[config.mk]
export PLATFORM = sky130hd
export DESIGN_NAME = uart_mmio_ctrl
export DESIGN_NICKNAME = d
export VERILOG_FILES = /design/src/rtl/uart_pkg.sv /design/src/rtl/uart_tx_fifo.sv /design/src/rtl/uart_mmio_ctrl.sv
export SDC_FILE = /design/constraint.sdc
export NUM_CORES = 1
export LEC_CHECK = 0
export BUFFER_PORTS_ARGS = -buffer_cell sky130_fd_sc_hd__buf_4
export CORE_UTILIZATION = 40
export DETAILED_ROUTE_END_ITERATION = 8
export PLACE_DENSITY_LB_ADDON = 0.3
export SYNTH_ARGS = -nofsm -noshare
export SYNTH_HDL_FRONTEND = slang
export SYNTH_SLANG_ARGS = --single-unit
[constraint.sdc]
create_clock -name clk -period 2.2 [get_ports clk]
set_input_delay 0.11 -clock clk [delete_from_list [all_inputs] [get_ports clk]]
set_output_delay 0.11 -clock clk [all_outputs]
set_load 0.03 [all_outputs]
[src/rtl/uart_pkg.sv]
// Shared types and constants for the serial MMIO UART.
//   tx_state_t / rx_state_t : frame FSM states
//   UART_DATA_WADDR        : word address of the RX/TX data register
//   UART_STAT_WADDR        : word address of the status register
//   SEND_BIT / RECV_BIT    : bit positions inside the status word
package uart_pkg;

   typedef enum logic [1:0] {
      TX_IDLE,
      TX_START,
      TX_DATA,
      TX_STOP
   } tx_state_t;

   typedef enum logic [1:0] {
      RX_IDLE,
      RX_START,
      RX_DATA,
      RX_STOP
   } rx_state_t;

   localparam logic [31:0] UART_DATA_WADDR = 32'h07F4_00FE;
   localparam logic [31:0] UART_STAT_WADDR = 32'h07F4_00FF;

   localparam int SEND_BIT = 0;
   localparam int RECV_BIT = 1;

endpackage

[src/rtl/uart_tx_fifo.sv]
// TX byte queue, DEPTH x 8, full/empty derived from an occupancy count.
//   clk, rst  : clock, async active-high reset
//   push      : enqueue wdata (ignored when full unless a pop frees a slot)
//   wdata     : byte to enqueue
//   pop       : dequeue the head entry (ignored when empty)
//   rdata     : head entry, valid while empty = 0
//   empty     : no entries queued
//   not_full  : registered, 1 while count != DEPTH
module uart_tx_fifo #(
   parameter int DEPTH = 4
) (
   input  logic       clk,
   input  logic       rst,
   input  logic       push,
   input  logic [7:0] wdata,
   input  logic       pop,
   output logic [7:0] rdata,
   output logic       empty,
   output logic       not_full
);

   localparam int AW = (DEPTH > 1) ? $clog2(DEPTH) : 1;
   localparam logic [AW:0] FULL_CNT = (AW + 1)'(DEPTH);

   logic [7:0]    mem [DEPTH];
   logic [AW-1:0] wr_ptr;
   logic [AW-1:0] rd_ptr;
   logic [AW:0]   count;
   logic [AW:0]   count_next;
   logic          do_push;
   logic          do_pop;

   assign empty  = (count == '0);
   assign rdata  = mem[rd_ptr];
   assign do_pop = pop && !empty;
   // a pop in the same cycle frees the slot, so a push on a full queue still lands
   assign do_push = push && ((count != FULL_CNT) || do_pop);

   always_comb begin
      count_next = count;
      if (do_push && !do_pop) begin
         count_next = count + (AW + 1)'(1);
      end else if (!do_push && do_pop) begin
         count_next = count - (AW + 1)'(1);
      end
   end

   always_ff @(posedge clk) begin
      if (do_push) begin
         mem[wr_ptr] <= wdata;
      end
   end

   always_ff @(posedge clk or posedge rst) begin
      if (rst) begin
         wr_ptr   <= '0;
         rd_ptr   <= '0;
         count    <= '0;
         not_full <= 1'b1;
      end else begin
         if (do_push) begin
            wr_ptr <= wr_ptr + AW'(1);
         end
         if (do_pop) begin
            rd_ptr <= rd_ptr + AW'(1);
         end
         count    <= count_next;
         not_full <= (count_next != FULL_CNT);
      end
   end

endmodule

[src/rtl/uart_mmio_ctrl.sv]
// UART peripheral behind the mem-stage serial MMIO window. 8N1, LSB first.
//   clk, rst        : core clock, async active-high reset
//   uart_wdata      : TX byte, queued when uart_write_ce = 1
//   uart_write_ce   : 1-cycle write strobe
//   clean_recv_flag : level, clears recv_flag every cycle it is high
//   uart_rdata      : last received byte
//   recv_flag       : unread RX byte present
//   send_flag       : TX queue can accept a byte
//   txd             : serial out, idle high
//   rxd             : serial in, asynchronous to clk
//
// TX FSM
//   state    | meaning
//   TX_IDLE  | line idle, waiting for a queued byte
//   TX_START | start bit (low)
//   TX_DATA  | 8 data bits, LSB first
//   TX_STOP  | stop bit (high); chains straight into the next frame
// RX FSM
//   state    | meaning
//   RX_IDLE  | waiting for a falling edge on rxd_s
//   RX_START | half-bit wait, then confirm start bit is still low
//   RX_DATA  | mid-bit sample of 8 data bits
//   RX_STOP  | mid-bit sample of stop bit; commit byte if high
module uart_mmio_ctrl
   import uart_pkg::*;
#(
   parameter int CLK_FREQ = 50_000_000,
   parameter int BAUD     = 9600,
   parameter int TX_DEPTH = 4
) (
   input  logic       clk,
   input  logic       rst,
   input  logic [7:0] uart_wdata,
   input  logic       uart_write_ce,
   input  logic       clean_recv_flag,
   output logic [7:0] uart_rdata,
   output logic       recv_flag,
   output logic       send_flag,
   output logic       txd,
   input  logic       rxd
);

   localparam int CLKS_PER_BIT = CLK_FREQ / BAUD;
   localparam int BW = $clog2(CLKS_PER_BIT);
   localparam logic [BW-1:0] BIT_LAST  = BW'(CLKS_PER_BIT - 1);
   localparam logic [BW-1:0] HALF_LAST = BW'(CLKS_PER_BIT / 2 - 1);

   logic       fifo_pop;
   logic [7:0] fifo_data;
   logic       fifo_empty;

   uart_tx_fifo #(
      .DEPTH (TX_DEPTH)
   ) u_tx_fifo (
      .clk      (clk),
      .rst      (rst),
      .push     (uart_write_ce),
      .wdata    (uart_wdata),
      .pop      (fifo_pop),
      .rdata    (fifo_data),
      .empty    (fifo_empty),
      .not_full (send_flag)
   );

   tx_state_t     tx_state;
   logic [BW-1:0] tx_baud;
   logic [2:0]    tx_bit;
   logic [7:0]    tx_shift;

   // the next byte is taken either from idle or at the last cycle of a stop bit
   assign fifo_pop = !fifo_empty &&
                     ((tx_state == TX_IDLE) ||
                      ((tx_state == TX_STOP) && (tx_baud == '0)));

   // txd is driven from the current state, so it trails the state by one edge
   always_ff @(posedge clk or posedge rst) begin
      if (rst) begin
         tx_state <= TX_IDLE;
         tx_baud  <= '0;
         tx_bit   <= '0;
         tx_shift <= '0;
         txd      <= 1'b1;
      end else begin
         case (tx_state)
            TX_START: txd <= 1'b0;
            TX_DATA:  txd <= tx_shift[0];
            default:  txd <= 1'b1;
         endcase

         case (tx_state)
            TX_IDLE: begin
               if (fifo_pop) begin
                  tx_shift <= fifo_data;
                  tx_baud  <= BIT_LAST;
                  tx_bit   <= '0;
                  tx_state <= TX_START;
               end
            end
            TX_START: begin
               if (tx_baud == '0) begin
                  tx_baud  <= BIT_LAST;
                  tx_state <= TX_DATA;
               end else begin
                  tx_baud <= tx_baud - BW'(1);
               end
            end
            TX_DATA: begin
               if (tx_baud == '0) begin
                  tx_shift <= {1'b0, tx_shift[7:1]};
                  tx_bit   <= tx_bit + 3'd1;
                  tx_baud  <= BIT_LAST;
                  if (tx_bit == 3'd7) begin
                     tx_state <= TX_STOP;
                  end
               end else begin
                  tx_baud <= tx_baud - BW'(1);
               end
            end
            TX_STOP: begin
               if (tx_baud == '0) begin
                  if (fifo_pop) begin
                     tx_shift <= fifo_data;
                     tx_baud  <= BIT_LAST;
                     tx_bit   <= '0;
                     tx_state <= TX_START;
                  end else begin
                     tx_state <= TX_IDLE;
                  end
               end else begin
                  tx_baud <= tx_baud - BW'(1);
               end
            end
            default: tx_state <= TX_IDLE;
         endcase
      end
   end

   logic          rxd_m;
   logic          rxd_s;
   logic          rxd_s_d;
   rx_state_t     rx_state;
   logic [BW-1:0] rx_baud;
   logic [2:0]    rx_bit;
   logic [7:0]    rx_shift;
   logic          rx_done;

   assign rx_done = (rx_state == RX_STOP) && (rx_baud == '0) && rxd_s;

   always_ff @(posedge clk or posedge rst) begin
      if (rst) begin
         rxd_m      <= 1'b1;
         rxd_s      <= 1'b1;
         rxd_s_d    <= 1'b1;
         rx_state   <= RX_IDLE;
         rx_baud    <= '0;
         rx_bit     <= '0;
         rx_shift   <= '0;
         uart_rdata <= '0;
         recv_flag  <= 1'b0;
      end else begin
         rxd_m   <= rxd;
         rxd_s   <= rxd_m;
         rxd_s_d <= rxd_s;

         // a completing frame beats a clear in the same cycle
         if (rx_done) begin
            recv_flag <= 1'b1;
         end else if (clean_recv_flag) begin
            recv_flag <= 1'b0;
         end

         case (rx_state)
            RX_IDLE: begin
               if (rxd_s_d && !rxd_s) begin
                  rx_baud  <= HALF_LAST;
                  rx_state <= RX_START;
               end
            end
            RX_START: begin
               if (rx_baud == '0) begin
                  if (rxd_s) begin
                     rx_state <= RX_IDLE;
                  end else begin
                     rx_baud  <= BIT_LAST;
                     rx_bit   <= '0;
                     rx_state <= RX_DATA;
                  end
               end else begin
                  rx_baud <= rx_baud - BW'(1);
               end
            end
            RX_DATA: begin
               if (rx_baud == '0) begin
                  rx_shift <= {rxd_s, rx_shift[7:1]};
                  rx_bit   <= rx_bit + 3'd1;
                  rx_baud  <= BIT_LAST;
                  if (rx_bit == 3'd7) begin
                     rx_state <= RX_STOP;
                  end
               end else begin
                  rx_baud <= rx_baud - BW'(1);
               end
            end
            RX_STOP: begin
               if (rx_baud == '0) begin
                  if (rxd_s) begin
                     uart_rdata <= rx_shift;
                  end
                  rx_state <= RX_IDLE;
               end else begin
                  rx_baud <= rx_baud - BW'(1);
               end
            end
            default: rx_state <= RX_IDLE;
         endcase
      end
   end

endmodule

==> metrics.md, run 1 <==
| Metric | Value |
|---|---|
| Status | completed |
| Fin. Hold Viols | 0 |
| Clock insertion delay at the later pin of the skew report | 0.36 ns |
| Hold depth | 3 |
| Count of clock tree sinks | 105 |
| Fin util | 0.511 |
| Final #Nets | 555 |
| Dominant synthesized flop cell | dfrtp_1 |
| Area Overhead vs Synth | 22.4% |
| Dominant cell type by area after synthesis | dfrtp_1 |
| Crit path arrival time | 2.42 ns |
| Total CTS buffers | 9 |
| Cell area after technology mapping | 5370 um^2 |
| Logic pwr share | 0.488 |
| Synth top area share | 0.317 |
| Via count | 3757 |
| Synthesized area divided by synthesized cell count | 12.1 um^2 |
| Max-slew violation count | 0 |
| Type of element launching the critical path | flip-flop |
| Total congestion overflow | 0 |
| Internal power contribution | 5.80 mW |
| Yosys warns | 0 |
| Clock transition at the registers of the reported paths | 0.07 ns |
| Worst Path Class, Setup | flip-flop to flip-flop |
| Worst hold slack after final layout | 0.0428 ns |
| Most frequent standard cell in the layout excluding fill and tap cells | dfrtp_1 |
| Worst hold path class | input pin to flip-flop |
| Final WL | 10200 um |
| Die span in x | 118 um |
| Net count after synthesis | 483 |
| Worst r2r path cells | 7 |
| Drt pass-1 iters | 4 |
| Number of antenna violations at the first check in global routing | 0 |
| Worst Tran Pin Value | 0.653 ns |
| CORE AREA | 12900 um^2 |
| Post-Syn Instances | 445 |
| Vertical die dimension | 118 um |
| Clock network fraction of total power | 0.180 |
| Proportion of power drawn by flip-flops and latches | 0.331 |
| Via density per instance | 5.41 |
| Placer's final routability congestion estimate | 0.854 |
| Power density over the cells | 1430 nW/um^2 |
| Most used cells in the layout excluding fill and tap cells | dfrtp_1 (68), buf_4 (63), mux2_2 (33), edfxtp_1 (32), a21oi_1 (30) |
| Via count of the first global-routing pass | 3717 |
| Port Buf Inserts | 23 |
| Final period utilization | 0.968 |
| Switching Fraction | 0.383 |
| Fillcell total | 1121 |
| Fmax | 469 MHz |
| Switching power summed over all nets | 3.61 mW |
| Sequential share of the synthesized area | 0.520 |
| WP data required | 2.49 ns |
| Effective utilization at floorplan | 0.417 |
| Setup_tns | 0 ns |
| Largest fanout of any net on the critical path | 5 |
| Area of the die | 13900 um^2 |
| 1st-iter DRT viols | 241 |
| Maximum root-to-sink buffer count | 2 |
| I/O pin total | 24 |
| Slew Limit Headroom | 0.560 |
| Largest net degree at the start of global routing | 54 |
| Dominant cells by area after synthesis | dfrtp_1 (32%), edfxtp_1 (18%), mux2_2 (6.9%), ha_1 (5.8%), mux4_2 (3.4%) |
| Antenna Nets Post-Route | 0 |
| CP Capture Type | flip-flop |
| Cell Rows | 41 |
| RSZ-0062 raised after global routing | true |
| Leakage power summed over all cells | 2.91 nW |
| Layout cells sized above 1 | 0.299 |
| Share of flip-flops with an asynchronous set or reset after synthesis | 0.695 |
| Clock period minus final worst setup slack | 2.13 ns |
| Total global-route track usage | 0.159 |
| Worst Skew | 0.00843 ns |
| Root Buffer | clkbuf_16 |
| Detail-routed net length per standard cell | 14.7 um |
| EDFF count, synth | 32 |
| Number of levels in the clock H-tree | 3 |
| Global-route wire length before repair | 18000 um |
| Setup Viol. Count Final | 0 |
| Number of max-cap violations | 0 |
| TritonCTS clock tree | done |
| Post-detailed-route DRC marker count | 0 |
| Yosys reg bits | 105 |
| Count of cell types in the netlist | 67 |
| HPWL reported at the end of detailed placement | 7180 um |
| Max rail drop VDD | 0.000652 V |
| Ant. Diodes | 0 |
-- logic make-up (layout without fill, tap and decap cells) --
logic type,Yosys count,after routing,synth area share
XOR/XNOR,4,4,0.00652
AO/OA/AOI/OAI,111,111,0.142
adder cells (fa/ha/maj),25,25,0.0582
buffers and inverters,42,119,0.0335
flip-flops,105,105,0.520
AND/OR/NAND/NOR,108,108,0.120
multiplexers,50,50,0.119
-- flip-flops by register name, indices dropped and copies added (netlist names), named ones only --
register,cells
u_tx_fifo.mem,32
rx_baud,13
tx_baud,13
rx_shift,8
tx_shift,8
uart_rdata,8
rx_bit,3
tx_bit,3
u_tx_fifo.count,3
tx_state,2
u_tx_fifo.rd_ptr,2
u_tx_fifo.wr_ptr,2
recv_flag,1
rx_state,1
rxd_m,1
rxd_s,1
rxd_s_d,1
txd,1
u_tx_fifo.not_full,1
-- per-stage QoR --
stage	cells	worst slack (ns)	power (mW)	area (um^2)
2_1_floorplan	445	0.0232	6.15	5380
5_1_grt	694	-0.0352	10.1	6580
3_3_place_gp	665	0.0406	7.42	6080
4_1_cts	691	0.0219	9.32	6500
6_report	694	0.0696	9.40	6580
3_5_place_dp	665	-0.0450	7.54	6080
-- final timing paths --
check | slack (ns) | start | to
max | 0.07 | rx_baud[0]$_DFFE_PP0P_ | rx_baud[8]$_DFFE_PP0P_
min in group asynchronous | 0.33 | rst | tx_baud[2]$_DFF_PP0_
max in group asynchronous | 1.17 | rst | u_tx_fifo.not_full$_DFF_PP1_
min reg2reg | 0.37 | rxd_m$_DFF_PP1_ | rxd_s$_DFF_PP1_
min | 0.04 | clean_recv_flag | recv_flag$_DFFE_PP0P_
max reg2reg | 0.07 | rx_baud[0]$_DFFE_PP0P_ | rx_baud[8]$_DFFE_PP0P_
-- critical path: stages, from the launching register on --
cell and delay (ns):
dfrtp_1 0.44, inv_2 0.08, ha_1 0.16, or3b_4 0.39
or3_4 0.35, or4_1 0.40, o21ai_1 0.13, a22o_2 0.14
-- timing repair --
action,4_1_cts,5_1_grt
setup endpoints to repair,8,68
endpoints found under the hold margin,53,0
pin swaps,0,1
buffers inserted,0,3
hold buffers,10,0
gates resized for setup,1,10
-- cell usage after synthesis, types with 4 or more instances --
library cell / number
a21o_1: 5
a21oi_1: 30
a22o_1: 5
a31oi_1: 9
and2_1: 8
clkbuf_1: 11
dfrtp_1: 68
dfstp_2: 5
edfxtp_1: 32
ha_1: 25
inv_1: 23
mux2_2: 33
mux2i_1: 9
mux4_2: 8
nand2_1: 20
nor2_1: 23
nor2b_1: 5
nor3_1: 13
o21ai_0: 13
o22a_1: 11
o22ai_1: 6
o2bb2ai_1: 4
xnor2_1: 4
-- routing by layer --
layer | routed length [um] | part of all wire | up-vias | track usage
met3 | 438 | 0.043 | 12 | 0.0451
met1 | 4750 | 0.47 | 1847 | 0.214
li1 | - | - | 1810 | -
met5 | 0 | 0 | - | 0
met2 | 4860 | 0.48 | 88 | 0.249
met4 | 136 | 0.013 | 0 | 0.0465
-- power groups by stage --
stage | combinational, mW | clock (mW) | sequential, mW
detailed placement | 4.40 | 0 | 3.14
CTS | 4.46 | 1.76 | 3.10
floorplan | 3.14 | 0 | 3.01
finish | 4.59 | 1.70 | 3.12
global route | 5.12 | 1.83 | 3.20
global placement | 4.30 | 0 | 3.12
-- area by class of cell --
class                   instances  area [um^2]  area share
multi-input cells             298         2450       0.373
repair buffers                 80          713       0.108
flip-flops and latches        105         2790       0.425
inverters                      23         86.3      0.0131
clock buffers                   9          225      0.0342
well taps                     172          215      0.0327
clock inverters                 7         91.3      0.0139
Note: power is estimated with default switching activity, not from simulation.
==> run 2, diff against run 1 <==
--- a/config.mk
+++ b/config.mk
@@ -5,6 +5,7 @@
 export SDC_FILE = /design/constraint.sdc
 export NUM_CORES = 1
 export LEC_CHECK = 0
+export ABC_AREA = 1
 export BUFFER_PORTS_ARGS = -buffer_cell sky130_fd_sc_hd__buf_4
 export CORE_UTILIZATION = 40
 export DETAILED_ROUTE_END_ITERATION = 8
==> run 2 against run 1 <==
Setup slack better by 0.16 ns. Non-clock buffer count down 33. Synthesized cell count increased by 22%. Cell area decreased by 9.1%. Utilization down 3.5 points. Clock power down 6%. Critical path type unchanged. Critical endpoint is now tx_shift[3]$_DFFE_PP0P_. Largest cell class unchanged. Largest power group unchanged.
==> metrics.md, run 2 <==
| Metric | Value |
|---|---|
| Detail-routed net length per standard cell | 12.6 um |
| Worst hold path class | input pin to flip-flop |
| Slowest library cell on the worst path | dfrtp_1 |
| Most common cell in the synthesized netlist | nand2_1 |
| Register-to-register setup slack | 0.23 ns |
| Fin. Hold Viols | 0 |
| Dominant synthesized flop cell | dfrtp_1 |
| Slew Limit Headroom | 0.662 |
| Crit path arrival time | 2.24 ns |
| Effective utilization at floorplan | 0.408 |
| Highest routing layer actually used | met4 |
| Parity-gate share of the synthesized area counting xor and xnor cells | 0.0376 |
| Area Overhead vs Synth | 16.5% |
| Largest Register | u_tx_fifo.mem |
| Flip-flop count of the largest register after layout | 32 |
| Final period utilization | 0.896 |
| Most common library cells after synthesis | nand2_1 (104), inv_1 (74), dfrtp_1 (68) |
| Drt pass-1 iters | 4 |
| Synthesized-area fraction occupied by adder cells | 0.0610 |
| Largest net degree at the start of global routing | 34 |
| Count of cell types in the netlist | 40 |
| Dominant cell type by area after synthesis | dfrtp_1 |
| Largest fanout of any net on the critical path | 12 |
| Number of levels in the clock H-tree | 3 |
| Share of flip-flops with an asynchronous set or reset after synthesis | 0.695 |
| Worst Tran Pin Value | 0.508 ns |
| Post-detailed-route DRC marker count | 0 |
| Clock period minus final worst setup slack | 1.97 ns |
| CORE AREA | 12600 um^2 |
| RSZ-0062 raised after global routing | false |
| Die span in x | 115 um |
| Registers with the highest flip-flop counts | u_tx_fifo.mem: 32 flops, rx_baud: 13 flops, tx_baud: 13 flops |
| Max rail drop VDD | 0.000705 V |
| Maximum root-to-sink buffer count | 2 |
| Leakage power summed over all cells | 2.70 nW |
| Routed metal-1 wirelength | 4510 um |
| Crit path largest cell delay | 0.37 ns |
| EDFF count, synth | 32 |
| Total CTS buffers | 9 |
| Layout cells sized above 1 | 0.122 |
| Met2 wirelength from detailed routing | 4700 um |
| Number of max-cap violations | 0 |
| Total congestion overflow | 0 |
| Port Buf Inserts | 23 |
| Antenna Nets Post-Route | 0 |
| Type of element launching the critical path | flip-flop |
| Worst-case setup slack after placement | 0.145 ns |
| Fmax | 507 MHz |
| Post-Syn Instances | 545 |
| Synthesized-area fraction occupied by and/or/nand/nor cells | 0.162 |
| Net count after synthesis | 583 |
| Clock transition at the registers of the reported paths | 0.07 ns |
| Sequential share of the synthesized area | 0.545 |
| Total global-route track usage | 0.162 |
| Main combinational cell family by area after synthesis | simple AND/OR/NAND/NOR gates |
| Worst Path Class, Setup | flip-flop to flip-flop |
| HPWL reported at the end of detailed placement | 6920 um |
| Ant. Diodes | 0 |
| Met3 Wirelength | 307 um |
| TritonCTS clock tree | done |
| Most Frequent Cell on Critical Path | nand2_1 |
| Vertical die dimension | 115 um |
| Final WL | 9650 um |
| Via count of the first global-routing pass | 3670 |
| Fin util | 0.476 |
| Fraction of the mapped netlist area in compound gates | 0.128 |
| Cell area after technology mapping | 5130 um^2 |
| Number of setup buffers added after CTS | 0 |
| Power density over the cells | 1300 nW/um^2 |
| Worst hold slack after final layout | 0.0900 ns |
| Via count | 3752 |
| Synth top area share | 0.332 |
| Status | completed |
| Synthesized area divided by synthesized cell count | 9.41 um^2 |
| Dominant cells by area after synthesis | dfrtp_1 (33%), edfxtp_1 (19%), nand2_1 (7.6%), ha_1 (6.1%), o21ai_0 (5.8%) |
| CP Capture Type | flip-flop |
| Crit-path cells | inv_1, ha_1, nand2_2, nor2_4, nand2_1, nand2_1, nand2_1, a21oi_4, buf_4, o211ai_1, o21ai_0 |
| Number of antenna violations at the first check in global routing | 0 |
| I/O pin total | 24 |
| Count of clock tree sinks | 105 |
| Yosys warns | 0 |
| Cell Rows | 41 |
| Yosys reg bits | 105 |
| 1st-iter DRT viols | 223 |
| Multiplexer share of the synthesized area | 0 |
| Placer's final routability congestion estimate | 0.849 |
| Final WS setup | 0.229 ns |
| Most used cells in the layout excluding fill and tap cells | nand2_1 (104), inv_1 (73), dfrtp_1 (68), o21ai_0 (59), nor2_1 (48) |
| Setup_tns | 0 ns |
| Max-slew violation count | 0 |
| Clock insertion delay at the later pin of the skew report | 0.35 ns |
| Global-route wire length before repair | 16700 um |
| Area of the die | 13300 um^2 |
| Via density per instance | 4.89 |
| Root Buffer | clkbuf_16 |
| Worst Skew | 0.00545 ns |
| Setup Viol. Count Final | 0 |
| WP data required | 2.47 ns |
| Most frequent standard cell in the layout excluding fill and tap cells | nand2_1 |
| Final #Nets | 629 |
==> run 2: cell types whose count changed after synthesis, moves of 9 or more <==
cell | previous run | this run
nand2_1 | 20 | 104
xor2_1 | 0 | 17
nand3_1 | 3 | 16
inv_1 | 23 | 74
a21oi_1 | 30 | 19
mux2i_1 | 9 | 0
mux2_2 | 33 | 0
o22a_1 | 11 | 0
nor2_1 | 23 | 48
o21ai_0 | 13 | 59
==> run 2: what timing repair did <==
action	CTS	global route
endpoints found under the hold margin	51	0
hold buffers	11	0
setup endpoints to repair	0	8
gates resized for setup	0	1
==> run 2: worst paths after layout <==
path                                      startpoint                           end  cells after the start
worst max-delay path            tx_baud[0]$_DFF_PP0_       tx_shift[3]$_DFFE_PP0P_                     11
worst min-delay path                   uart_write_ce  u_tx_fifo.count[2]$_DFF_PP0_                      3
worst max register to register  tx_baud[0]$_DFF_PP0_       tx_shift[3]$_DFFE_PP0P_                     11
worst min register to register       rxd_m$_DFF_PP1_               rxd_s$_DFF_PP1_                      0
max in group asynchronous                        rst             rxd_s_d$_DFF_PP1_                      4
min in group asynchronous                        rst       rx_baud[12]$_DFFE_PP0P_                      3
==> run 2: logic make-up (layout without fill, tap and decap cells) <==
logic type,Yosys count,in the layout
compound gates,111,111
xor+xnor,22,22
fa+ha+maj,25,25
buf+inv,88,139
flops,105,105
simple gates,194,194
==> run 2: stage by stage <==
step / cells / total power, mW / cell area (um^2)
global placement: 741 / 6.11 / 5570
floorplan: 545 / 5.42 / 5130
finish: 768 / 7.80 / 5980
global route: 768 / 8.49 / 5980
CTS: 768 / 7.87 / 5970
detailed placement: 741 / 6.24 / 5570
==> run 2: power breakdown <==
part	switching [mW]	internal, mW
logic	2.09	1.17
clock network	0.709	0.879
registers	0.374	2.58
total	3.17	4.63
==> run 2: critical path: cells and delay by family, from the launching register on <==
family | cells | cell delay (ns)
and+or+nand+nor | 5 | 0.62
buffers and inverters | 2 | 0.32
DFF | 1 | 0.37
AOI/OAI and AO/OA | 3 | 0.35
adders and majority gates | 1 | 0.23
==> run 2: routing by layer <==
layer	global-route usage	up-vias
met4	0.0563	0
met2	0.265	51
met5	0	-
li1	-	1887
met3	0.0501	10
met1	0.204	1804
==> run 2: final cells by class <==
type / count / area, um^2
clock buffers: 9 / 225
repair buffers: 47 / 393
flip-flops and latches: 105 / 2790
clock inverters: 7 / 68.8
multi-input cells: 352 / 2000
fillers: 1186 / 6590
well taps: 172 / 215
inverters: 76 / 285
==> run 3, diff against run 2 <==
--- a/config.mk
+++ b/config.mk
@@ -9,7 +9,7 @@
 export BUFFER_PORTS_ARGS = -buffer_cell sky130_fd_sc_hd__buf_4
 export CORE_UTILIZATION = 40
 export DETAILED_ROUTE_END_ITERATION = 8
-export PLACE_DENSITY_LB_ADDON = 0.3
+export PLACE_DENSITY_LB_ADDON = 0.12
 export SYNTH_ARGS = -nofsm -noshare
 export SYNTH_HDL_FRONTEND = slang
 export SYNTH_SLANG_ARGS = --single-unit
==> run 3 against run 2 <==
Global-route usage increased by 0.61 points. Critical path type unchanged. Critical path depth stayed put. Clock power rose by 8%. Maximum frequency grew 0.35%. Setup slack improved by 0.0069 ns. Highest routed layer unchanged.
==> metrics.md, run 3 (synthesis gave the netlist of run 2 again) <==
| Metric | Value |
|---|---|
| Max rail drop VDD | 0.000571 V |
| Fin. Hold Viols | 0 |
| Worst r2r path cells | 11 |
| Capture point of the worst reg-to-reg path | tx_shift[5]$_DFFE_PP0P_ |
| I/O pin total | 24 |
| Ant. Diodes | 0 |
| Worst Skew | 0.00805 ns |
| Final period utilization | 0.893 |
| Total CTS buffers | 9 |
| Setup_tns | 0 ns |
| Status | completed |
| Area of the die | 13300 um^2 |
| Setup Viol. Count Final | 0 |
| Port Buf Inserts | 23 |
| Power density over the cells | 1330 nW/um^2 |
| Vertical die dimension | 115 um |
| Largest fanout of any net on the critical path | 15 |
| Worst flop-to-flop path startpoint | tx_baud[0]$_DFF_PP0_ |
| Worst Path Class, Setup | flip-flop to flip-flop |
| Fin area | 6000 um^2 |
| Via count of the first global-routing pass | 3663 |
| Grt met3 use | 0.0390 |
| Largest net degree at the start of global routing | 28 |
| TritonCTS clock tree | done |
| WP data required | 2.47 ns |
| Slew Limit Headroom | 0.639 |
| Effective utilization at floorplan | 0.408 |
| CP Capture Type | flip-flop |
| Drt pass-1 iters | 4 |
| Final WL | 10100 um |
| Crit path arrival time | 2.24 ns |
| Most Frequent Cell on Critical Path | nand2_4 |
| Worst Tran Pin Value | 0.542 ns |
| Largest Register | u_tx_fifo.mem |
| Met1 layer usage reported by global route | 0.219 |
| Cell Rows | 41 |
| Leakage power summed over all cells | 2.72 nW |
| Global-route wire length before repair | 17200 um |
| Layout cells sized above 1 | 0.127 |
| Area Overhead vs Synth | 17.0% |
| Flip-flop count of the largest register after layout | 32 |
| Count of clock tree sinks | 105 |
| Fmax | 509 MHz |
| Antenna Nets Post-Route | 0 |
| CORE AREA | 12600 um^2 |
| Most utilized layer in the global route result | met2 |
| Number of setup buffers added after CTS | 0 |
| 1st-iter DRT viols | 166 |
| Detail-routed net length per standard cell | 13.2 um |
| Crit-path cells | inv_1, ha_1, nand2_2, nor2_4, nand3_2, nand2_4, nand2_4, a21oi_4, buf_6, o211ai_1, o21ai_0 |
| Root Buffer | clkbuf_16 |
| Via density per instance | 4.82 |
| Placer's final routability congestion estimate | 0.828 |
| Total global-route track usage | 0.169 |
| Crit path largest cell delay | 0.37 ns |
| Global-route met2 utilization | 0.274 |
| Clock insertion delay at the later pin of the skew report | 0.36 ns |
| Clock period minus final worst setup slack | 1.96 ns |
| Final #Nets | 630 |
| Number of levels in the clock H-tree | 3 |
| Type of element launching the critical path | flip-flop |
| Clock transition at the registers of the reported paths | 0.07 ns |
| Total congestion overflow | 0 |
| Number of max-cap violations | 0 |
| Overall power after layout | 7.95 mW |
| Hold EP | u_tx_fifo.count[2]$_DFF_PP0_ |
| Maximum root-to-sink buffer count | 2 |
| Die span in x | 115 um |
| Launch point of the worst path | tx_baud[0]$_DFF_PP0_ |
| Via count | 3710 |
| Number of antenna violations at the first check in global routing | 0 |
| Startpoint of the tightest hold check path | uart_write_ce |
| Registers with the highest flip-flop counts | u_tx_fifo.mem: 32 flops, rx_baud: 13 flops, tx_baud: 13 flops |
| HPWL reported at the end of detailed placement | 7240 um |
| Max-slew violation count | 0 |
| Post-detailed-route DRC marker count | 0 |
| Post-Place Cell Area | 5570 um^2 |
| RSZ-0062 raised after global routing | false |
| Slowest library cell on the worst path | dfrtp_1 |
| Most used cells in the layout excluding fill and tap cells | nand2_1 (104), inv_1 (73), dfrtp_1 (68), o21ai_0 (59), nor2_1 (48) |
| Register-to-register setup slack | 0.24 ns |
| Hold depth | 3 |
| Most frequent standard cell in the layout excluding fill and tap cells | nand2_1 |
| Worst hold path class | input pin to flip-flop |
-- run 3: worst max-delay path by stage --
stage                               endpoint
3_3_place_gp   u_tx_fifo.mem[1][0]$_DFFE_PP_
2_1_floorplan  u_tx_fifo.mem[0][0]$_DFFE_PP_
6_report             tx_shift[5]$_DFFE_PP0P_
5_1_grt              tx_shift[4]$_DFFE_PP0P_
4_1_cts        u_tx_fifo.mem[3][0]$_DFFE_PP_
3_5_place_dp   u_tx_fifo.mem[3][0]$_DFFE_PP_
-- run 3: where the power goes --
part           switching, mW  internal (mW)  total [mW]
Combinational           2.11           1.19        3.30
Sequential             0.369           2.57        2.94
Clock                  0.788          0.917        1.71
-- run 3: stage by stage --
step           utilization  hold slack (ns)  worst slack (ns)  instances
2_1_floorplan            -            0.114             0.164        545
3_3_place_gp         0.443            0.148             0.193        742
3_5_place_dp         0.443            0.151             0.168        742
4_1_cts              0.477           0.0672             0.151        769
5_1_grt              0.477            0.106            0.0373        769
6_report             0.477           0.0866             0.236        769
-- run 3: layout make-up --
class	instances	area (um^2)
Multi-Input combinational cell	352	2000
Fill cell	1233	6570
Clock inverter	7	92.6
Clock buffer	9	225
Tap cell	172	215
Timing Repair Buffer	48	392
Sequential cell	105	2790
Inverter	76	285
-- run 3: what timing repair did --
item	in CTS	in global routing
gates resized for setup	0	2
hold buffers	11	0
endpoints found under the hold margin	51	0
endpoints found under the setup margin	0	29
-- run 3: worst max-delay path, delay by kind of cell (launching register included) --
family                   cells  cell delay [ns]
adder cells (fa/ha/maj)      1             0.23
AO/OA/AOI/OAI                3             0.34
buffers and inverters        2             0.28
AND/OR/NAND/NOR              5             0.65
flip-flops                   1             0.37
-- run 3: metal layers --
layer,vias to the layer above,share of wire
li1,1898,-
met1,1742,0.48
met2,57,0.47
met3,13,0.027
met4,0,0.015
met5,-,0
